**src/rtl/fan_tach_pkg.sv**
```systemverilog
// ----------------------------------------------------------------------------
// fan_tach_pkg
// Shared constants and helpers for the fan tachometer front end.
//   CNT_W         : width of the per-window falling-edge count
//   MM_CLK_1S_CNT : window terminal count for 1 s at 50 MHz
//   FILT_W        : width of the glitch-filter mismatch counter (FILT_LEN 1..15)
//   sat_inc_cnt() : saturating increment for the edge count
// ----------------------------------------------------------------------------
package fan_tach_pkg;

  localparam int CNT_W  = 27;
  localparam int FILT_W = 4;

  localparam logic [CNT_W-1:0] MM_CLK_1S_CNT = 27'h2FAF07F;

  function automatic logic [CNT_W-1:0] sat_inc_cnt(input logic [CNT_W-1:0] v);
    return (&v) ? v : v + CNT_W'(1);
  endfunction

endpackage

```
**src/rtl/fan_tach_ch.sv**
```systemverilog
// ----------------------------------------------------------------------------
// fan_tach_ch
// One tachometer channel: 2-FF synchroniser, glitch filter, falling-edge
// detect, per-window edge accumulator and edge-to-edge period counter.
// Ports:
//   CLK_I, RST_I : clock, asynchronous active-high reset
//   fan_in       : raw tach pin (asynchronous, idle high)
//   fan_en       : channel enable; when low the channel reports nothing
//   clr          : synchronous clear of accumulators (outputs hold)
//   close        : window close strobe from the top (already excludes clr)
//   cnt          : falling edges in the last completed window
//   per          : CLK_I cycles between the last two accepted falling edges
//   stall        : last completed window had no edges while enabled
// ----------------------------------------------------------------------------
module fan_tach_ch
  import fan_tach_pkg::*;
#(
  parameter int FILT_LEN = 4,
  parameter int PER_W    = 24
) (
  input  logic             CLK_I,
  input  logic             RST_I,
  input  logic             fan_in,
  input  logic             fan_en,
  input  logic             clr,
  input  logic             close,
  output logic [CNT_W-1:0] cnt,
  output logic [PER_W-1:0] per,
  output logic             stall
);

  localparam logic [FILT_W-1:0] FILT_LAST = FILT_W'(FILT_LEN - 1);

  logic              sync_1_q, sync_2_q;
  logic              filt_q, prev_q;
  logic [FILT_W-1:0] mcnt_q;
  logic              edge_fall;
  logic [CNT_W-1:0]  edge_cnt_q;
  logic [CNT_W-1:0]  closing;
  logic [PER_W-1:0]  per_cnt_q;
  logic              first_seen_q;

  // Synchroniser resets to the idle-high level so reset release never looks
  // like a falling edge.
  // NOTE: sequential state uses non-blocking assignments so every register
  // samples the pre-edge values of its neighbours, regardless of block order.
  always_ff @(posedge CLK_I or posedge RST_I) begin
    if (RST_I) begin
      sync_1_q <= 1'b1;
      sync_2_q <= 1'b1;
    end else begin
      sync_1_q <= fan_in;
      sync_2_q <= sync_1_q;
    end
  end

  // A level change is accepted only after FILT_LEN consecutive mismatching
  // cycles; any return to agreement restarts the count.
  always_ff @(posedge CLK_I or posedge RST_I) begin
    if (RST_I) begin
      filt_q <= 1'b1;
      prev_q <= 1'b1;
      mcnt_q <= '0;
    end else begin
      prev_q <= filt_q;
      if (sync_2_q != filt_q) begin
        if (mcnt_q == FILT_LAST) begin
          filt_q <= sync_2_q;
          mcnt_q <= '0;
        end else begin
          mcnt_q <= mcnt_q + FILT_W'(1);
        end
      end else begin
        mcnt_q <= '0;
      end
    end
  end

  // Filter keeps running while disabled; only the edge is suppressed.
  assign edge_fall = prev_q & ~filt_q & fan_en;

  // Count including an edge landing in the close cycle itself.
  // NOTE: every combinational output gets a default first so no path can
  // leave it unassigned and infer a latch.
  always_comb begin
    closing = edge_cnt_q;
    if (edge_fall) closing = sat_inc_cnt(edge_cnt_q);
  end

  always_ff @(posedge CLK_I or posedge RST_I) begin
    if (RST_I) begin
      edge_cnt_q <= '0;
      cnt        <= '0;
      stall      <= 1'b0;
    end else if (clr) begin
      edge_cnt_q <= '0;
    end else begin
      edge_cnt_q <= (!fan_en || close) ? '0 : closing;
      if (close) begin
        cnt   <= fan_en ? closing : '0;
        stall <= fan_en && (closing == '0);
      end
    end
  end

  // per_cnt restarts at 1 on each edge so an edge N cycles later reports N.
  always_ff @(posedge CLK_I or posedge RST_I) begin
    if (RST_I) begin
      per_cnt_q    <= '0;
      first_seen_q <= 1'b0;
      per          <= '0;
    end else if (!fan_en) begin
      per_cnt_q    <= '0;
      first_seen_q <= 1'b0;
      per          <= '0;
    end else if (clr) begin
      per_cnt_q    <= '0;
      first_seen_q <= 1'b0;
    end else if (edge_fall) begin
      if (first_seen_q) per <= per_cnt_q;
      per_cnt_q    <= PER_W'(1);
      first_seen_q <= 1'b1;
    end else if (!(&per_cnt_q)) begin
      per_cnt_q <= per_cnt_q + PER_W'(1);
    end
  end

endmodule

```
**src/rtl/fan_tach.sv**
```systemverilog
// ----------------------------------------------------------------------------
// fan_tach
// Multi-channel fan tachometer front end. Holds the shared window counter and
// the update strobe, and fans clear/close out to one fan_tach_ch per channel.
// Ports:
//   CLK_I, RST_I : clock, asynchronous active-high reset
//   FAN_IN       : raw tach pins, one per channel
//   FAN_EN       : per-channel enable
//   CLR_I        : single-cycle clear of window and accumulators
//   CNT_O        : per-channel window edge count, channel i at [27i+26:27i]
//   PER_O        : per-channel edge-to-edge period, channel i at [PER_W*i +: PER_W]
//   UPD_O        : one-cycle strobe when CNT_O/STALL_O were just updated
//   STALL_O      : per-channel stall flag from the last completed window
// ----------------------------------------------------------------------------
module fan_tach
  import fan_tach_pkg::*;
#(
  parameter int               N_FAN    = 2,
  parameter logic [CNT_W-1:0] WIN_CNT  = MM_CLK_1S_CNT,
  parameter int               FILT_LEN = 4,
  parameter int               PER_W    = 24
) (
  input  logic                   CLK_I,
  input  logic                   RST_I,
  input  logic [N_FAN-1:0]       FAN_IN,
  input  logic [N_FAN-1:0]       FAN_EN,
  input  logic                   CLR_I,
  output logic [N_FAN*CNT_W-1:0] CNT_O,
  output logic [N_FAN*PER_W-1:0] PER_O,
  output logic                   UPD_O,
  output logic [N_FAN-1:0]       STALL_O
);

  logic [CNT_W-1:0] wcnt_q;
  logic             wrap;
  logic             close;

  assign wrap  = (wcnt_q == WIN_CNT);
  // A clear in the wrap cycle suppresses the close entirely.
  assign close = wrap & ~CLR_I;

  always_ff @(posedge CLK_I or posedge RST_I) begin
    if (RST_I) begin
      wcnt_q <= '0;
      UPD_O  <= 1'b0;
    end else begin
      UPD_O <= close;
      if (CLR_I || wrap) wcnt_q <= '0;
      else               wcnt_q <= wcnt_q + CNT_W'(1);
    end
  end

  for (genvar i = 0; i < N_FAN; i++) begin : g_ch
    fan_tach_ch #(
      .FILT_LEN (FILT_LEN),
      .PER_W    (PER_W)
    ) u_ch (
      .CLK_I  (CLK_I),
      .RST_I  (RST_I),
      .fan_in (FAN_IN[i]),
      .fan_en (FAN_EN[i]),
      .clr    (CLR_I),
      .close  (close),
      .cnt    (CNT_O[CNT_W*i +: CNT_W]),
      .per    (PER_O[PER_W*i +: PER_W]),
      .stall  (STALL_O[i])
    );
  end

endmodule
```
**config.mk**
```make
export PLATFORM = sky130hd
export DESIGN_NAME = fan_tach
export DESIGN_NICKNAME = d
export VERILOG_FILES = /design/src/rtl/fan_tach_pkg.sv /design/src/rtl/fan_tach_ch.sv /design/src/rtl/fan_tach.sv
export SDC_FILE = /design/constraint.sdc
export NUM_CORES = 1
export LEC_CHECK = 0
export CORE_UTILIZATION = 62
export DETAILED_ROUTE_END_ITERATION = 12
export HOLD_SLACK_MARGIN = 0.05
export PLACE_DENSITY = 0.93
export REMOVE_ABC_BUFFERS = 1
export SYNTH_ARGS = -nofsm -noshare
export SYNTH_HDL_FRONTEND = slang
export SYNTH_HIERARCHICAL = 1
export SYNTH_SLANG_ARGS = --single-unit
```
**constraint.sdc**
```tcl
create_clock -name CLK_I -period 7.5 [get_ports CLK_I]
set_clock_uncertainty 0.15 [all_clocks]
set_input_delay 1.5 -clock CLK_I [delete_from_list [all_inputs] [get_ports CLK_I]]
set_output_delay 1.5 -clock CLK_I [all_outputs]
set_load 0.1 [all_outputs]
```
-- After elaboration in Yosys (flattened, before gate mapping)
Cells that the tools add are included.
- add/sub/neg operators: 7
- multiply operators: 0
- divide/modulo/power cells: 0
- magnitude comparators: 0
- equal/unequal tests: 15
- shift operators: 0
- muxes and demuxes: 37
- bitwise logic cells: 8
- reductions and logical operators: 18
- operators with widths (operator ; count):
    $mux 24 ; 16
    $mux 27 ; 11
    $add 27x1->27 const B ; 3
    $logic_not 27->1 ; 2
    $reduce_and 27->1 ; 2
    $add 24x1->24 const B ; 2
    $reduce_and 24->1 ; 2
    $eq 27x26->1 const B ; 1
    $mux 4 ; 4
    $add 4x1->4 const B ; 2
    $eq 4x2->1 const B ; 2
    $ne 2x1->1 const B ; 4
    $ne 4x3->1 const B ; 2
    $mux 1 ; 6
    $ne 3x1->1 const B ; 2
    $reduce_and 2->1 ; 3
    $reduce_and 3->1 ; 2
    $and 1x1->1 ; 5
    $ne 2x2->1 const B ; 2
    $logic_or 1x1->1 ; 3
    $not 1->1 ; 3
    $logic_and 1x1->1 ; 2
    $logic_not 1->1 ; 2
    $ne 1x1->1 ; 2
- register bits: 252
- bits in latches: 0
- bits in writable memories: 0
- memory bits (read-only): 0
- input port bits: 7
- output and inout bits: 105
- logic and storage cells: 109
- memories: 0

-- Longest topological paths before layout
- depth after elaboration: 6
- mapped depth: 11
- depth with buffers taken out: 9

-- Modules after synthesis
The synthesis kept the hierarchy.
- modules (own cells, without submodules) (module ; instances ; cells each ; area an instance (um2) ; seq. area each (um2)):
    fan_tach_ch ; 2 ; 538 ; 5251.3 ; 2807.7
    fan_tach ; 1 ; 149 ; 1514.0 ; 700.7

-- Least setup slack after synthesis
OpenSTA, ideal clock, no wires.
- path kind: input -> register
- from: in FAN_EN[0]
- to: reg g_ch[0].u_ch.stall
- arrival time: 3.205 ns
- data required time: 7.255 ns
- setup slack: 4.050 ns
- stages: 9
- buffers on the path: 1
- path through: clkbuf_2 -> and3b_1 -> nand4_1 -> a311oi_1 -> nand4_1 -> xor2_1 -> and4b_1 -> nand4_1 -> o31ai_1
- cells in the longest elaborated chain, start to end: 4
- ends and longest elaborated chain (what ; RTL line ; text):
    from (decl) ; fan_tach.sv:26 ; input logic [N_FAN-1:0] FAN_EN,
    $and 1x1->1 ; fan_tach_ch.sv:80 ; assign edge_fall = prev_q & ~filt_q & fan_en;
    $mux 27 ; fan_tach_ch.sv:87 ; if (edge_fall) closing = sat_inc_cnt(edge_cnt_q);
    $logic_not 27->1 ; fan_tach_ch.sv:101 ; stall <= fan_en && (closing == '0);
    $logic_and 1x1->1 (*) ; fan_tach_ch.sv:101 ;
    to (signal assigned) ; fan_tach_ch.sv:101 ;
    to (decl) ; fan_tach_ch.sv:29 ; output logic stall
Every way passes the cells marked *; elsewhere a longest branch is shown, timed or not.
A chain may end at the register's enable or synchronous reset.

-- Worst setup path in the final report
Same ends and word-level chain as after synthesis.

==> flow_metrics.py <==
metrics = {
    "sta": {
        "fmax_mhz": 250,
        "setup_tns_ns": 0,
        "hold_viol": 0,
        "tightest_slew_ns": 1.16,
        "setup_viol": 0,
        "layout_min_cycle_time_ns": 4.01,
        "period_share_pct": 53.4,
        "rsz0062_at_grt": "false",
        "slew_headroom_pct": 22.6,
        "finalMaxSlewViolations": 0,
    },
    "setup_path": {
        "path_buf_inv": 2,
        "worstSetupPathType": "in2reg",
        "start_kind": "primary input",
        "cp.required_ns": 7.78,
        "cpMostUsedCell": "nand4_1",
        "max_stage_delay_ns": 0.54,
        "end_kind": "register",
        "crit_path_max_fanout": 28,
        "crit_slowest_cell": "a311oi_1",
        "arrival_ns": 4.29,
        "crit_family": "simple AND/OR/NAND/NOR gates",
        "path_cells": "clkdlybuf4s50_1 > buf_4 > and3b_1 > nand4_1 > a311oi_1 > nand4_1 > xor2_1 > and4b_1 > nand4_1 > o31ai_1",
    },
    "cts": {
        "path_clk_slew_ns": 0.06,
        "cts_max_level": 1,
        "clk_path_buf_depth": 3,
        "clock_latency_ns": 0.52,
        "numCtsBuffers": 26,
        "cts_resized": 0,
        "cts_setup_buffers": 0,
        "cts_tree": "done",
        "root_buffer": "clkbuf_16",
        "cts_sinks": 252,
        "cts_hold_buf": 0,
    },
    "grt": {
        "met3_usage_pct": 3.53,
        "grt_max_degree": 71,
        "antenna_found_initial": 0,
        "met2_usage_pct": 44.5,
        "grt_first_pass_wirelength_um": 43900,
        "grt.busiest_layer": "met2",
        "grt_pass1_vias": 9010,
        "grtUsageTotal_pct": 27.1,
        "use_met1_pct": 37.8,
        "grt_overflow": 0,
    },
    "floorplanning": {
        "die_w_um": 141,
        "fp-row-count": 50,
        "dieArea_sq_um": 19900,
        "ios": 112,
        "coreArea_sq_um": 18800,
        "die_h_um": 141,
        "initial_core_util_pct": 63.8,
    },
    "final_layout": {
        "utilization_pct": 74.6,
        "diodes": 0,
        "area_growth_syn_to_layout_pct": 16.8,
        "fin_cells": 1596,
        "final_net_count": 1330,
        "final_area_sq_um": 14000,
        "layout-drive-gt1-share_pct": 7.34,
        "fillers": 1257,
    },
    "detailed_routing": {
        "post_drt_wl_per_cell_um": 16.5,
        "drc": 0,
        "wirelength_um": 26300,
        "vias": 9477,
        "drt.antenna.violating_nets": 0,
        "first_iter_violations": 760,
        "first_pass_iters": 5,
        "vias_per_cell": 5.94,
    },
    "yosys": {
        "synth_area_leaders": "dfrtp_1, nand2_1, xor2_1, nor2_1, a21boi_0",
        "syn_area_per_cell_sq_um": 9.81,
        "seq_area_frac_synth_pct": 52.6,
        "yosys.area.top_type_share_pct": 50.8,
        "ys_async_sr_fraction_pct": 100,
        "yosys_warnings": 6,
        "netlist_area_sq_um": 12000,
        "yosys-top-cells-count": "dfrtp_1, nand2_1, nor2_1",
        "synth_cells": 1225,
        "synth-seq-cells": 252,
        "synthFlopType": "dfrtp_1",
        "yosysTopAreaCell": "dfrtp_1",
        "yosys.cell_types.count": 65,
        "synth_edf_count": 0,
        "synth_most_common_cell": "dfrtp_1",
    },
    "placed_design": {
        "place.gp.congestion": 0.907,
        "placed_cell_area_sq_um": 13200,
        "io_buffers": 111,
        "dp_hpwl_um": 17600,
        "dp_cells": 1548,
    },
    "power": {
        "power_density_nw_per_um2": 200,
        "p_leak_nw": 5.79,
        "ir_drop_mv": 0.163,
    },
    "run_status": {
        "outcome": "completed",
    },
    "flow_run": {
        "cap_violations": 0,
    },
    "min_path": {
        "hold_path_class": "reg2reg",
    },
}
==> path summary, 6_finish.rpt <==
kind	start	endpoint	slack (ns)	cells after the start
hold / removal	g_ch[0].u_ch/sync_1_q$_DFF_PP1_	g_ch[0].u_ch/sync_2_q$_DFF_PP1_	0.21	0
setup / recovery	FAN_EN[0]	g_ch[0].u_ch/stall$_DFFE_PP0P_	3.49	10
hold reg to reg	g_ch[0].u_ch/sync_1_q$_DFF_PP1_	g_ch[0].u_ch/sync_2_q$_DFF_PP1_	0.21	0
setup reg to reg	wcnt_q[0]$_DFF_PP0_	g_ch[1].u_ch/cnt[7]$_DFFE_PP0P_	4.27	8
min in group asynchronous	RST_I	g_ch[1].u_ch/cnt[11]$_DFFE_PP0P_	1.38	2
max in group asynchronous	RST_I	g_ch[0].u_ch/per[2]$_DFFE_PP0P_	4.52	3
==> metrics by stage <==
step	setup WS, ns	hold slack (ns)	total power [W]
after floorplan	2.90	0.195	0.00157
after global placement	3.03	0.196	0.00162
after detailed placement	3.03	0.197	0.00162
after CTS	3.51	0.207	0.00283
after global routing	3.29	0.214	0.00291
final	3.49	0.208	0.00281
==> cells by family (layout without fill, tap and decap cells) <==
| group | count (synthesis) | count (layout) | synth area share, % |
|---|---|---|---|
| adders and majority gates | 7 | 7 | 0.729 |
| buffers and inverters | 66 | 177 | 2.68 |
| xor gates and xnor gates | 100 | 100 | 7.29 |
| and+or+nand+nor | 613 | 613 | 26.1 |
| DFF | 252 | 252 | 52.6 |
| muxes | 10 | 10 | 0.875 |
| AOI/OAI and AO/OA | 177 | 177 | 9.73 |
==> cell usage in the layout, fill, tap and decap left out, types with 5 or more instances in the layout <==
cell,synthesis,layout
nand2_1,213,213
clkinv_2,0,7
buf_4,2,6
nor4_1,9,9
or4_1,5,5
or3_1,12,12
o21ai_0,63,63
clkdlybuf4s50_1,0,111
a21boi_0,48,48
nor3_1,16,16
xor2_1,77,77
nor2_1,144,144
and3_4,5,5
mux2i_1,6,6
xnor2_1,23,23
dfrtp_1,244,244
nor2b_1,13,13
nand3_1,66,66
and3_1,20,20
a21oi_1,18,18
ha_1,7,7
clkbuf_1,34,10
nand4_1,40,40
a21oi_2,5,5
clkbuf_16,0,27
nand2b_1,8,8
inv_1,12,10
and4_1,16,16
o31ai_1,7,7
dfstp_2,8,8
a31oi_1,8,8
==> power breakdown <==
part	switching, W	total (W)	internal, W
Clock	0.000507	0.00121	0.000700
Sequential	0.0000301	0.00143	0.00140
Combinational	0.000119	0.000173	0.0000543
==> sequential cells by signal, indices dropped and copies added (netlist names) <==
name,flops
g_ch.u_ch/sync_1_q,2
g_ch.u_ch/per,48
g_ch.u_ch/mcnt_q,8
g_ch.u_ch/edge_cnt_q,54
g_ch.u_ch/stall,2
wcnt_q,27
UPD_O,1
g_ch.u_ch/prev_q,2
g_ch.u_ch/first_seen_q,2
g_ch.u_ch/filt_q,2
g_ch.u_ch/sync_2_q,2
g_ch.u_ch/per_cnt_q,48
g_ch.u_ch/cnt,54
==> cell type report <==
class	instances	area, sq um	share of cell area (%)
Tap cell	260	325	2.32
Clock inverter	7	35.0	0.250
Sequential cell	252	6320	45.0
Inverter	12	50.0	0.356
Multi-Input combinational cell	907	5390	38.4
Timing Repair Buffer	117	1160	8.23
Clock buffer	41	768	5.47
==> layer usage <==
metal	up-vias	share of wire, %	wire, um
met1	4657	44	11600
li1	4434	-	-
met3	43	6.0	1570
met2	343	48	12700
met5	-	0	0
met4	0	1.9	507
Power figures use the tool's default switching activity.
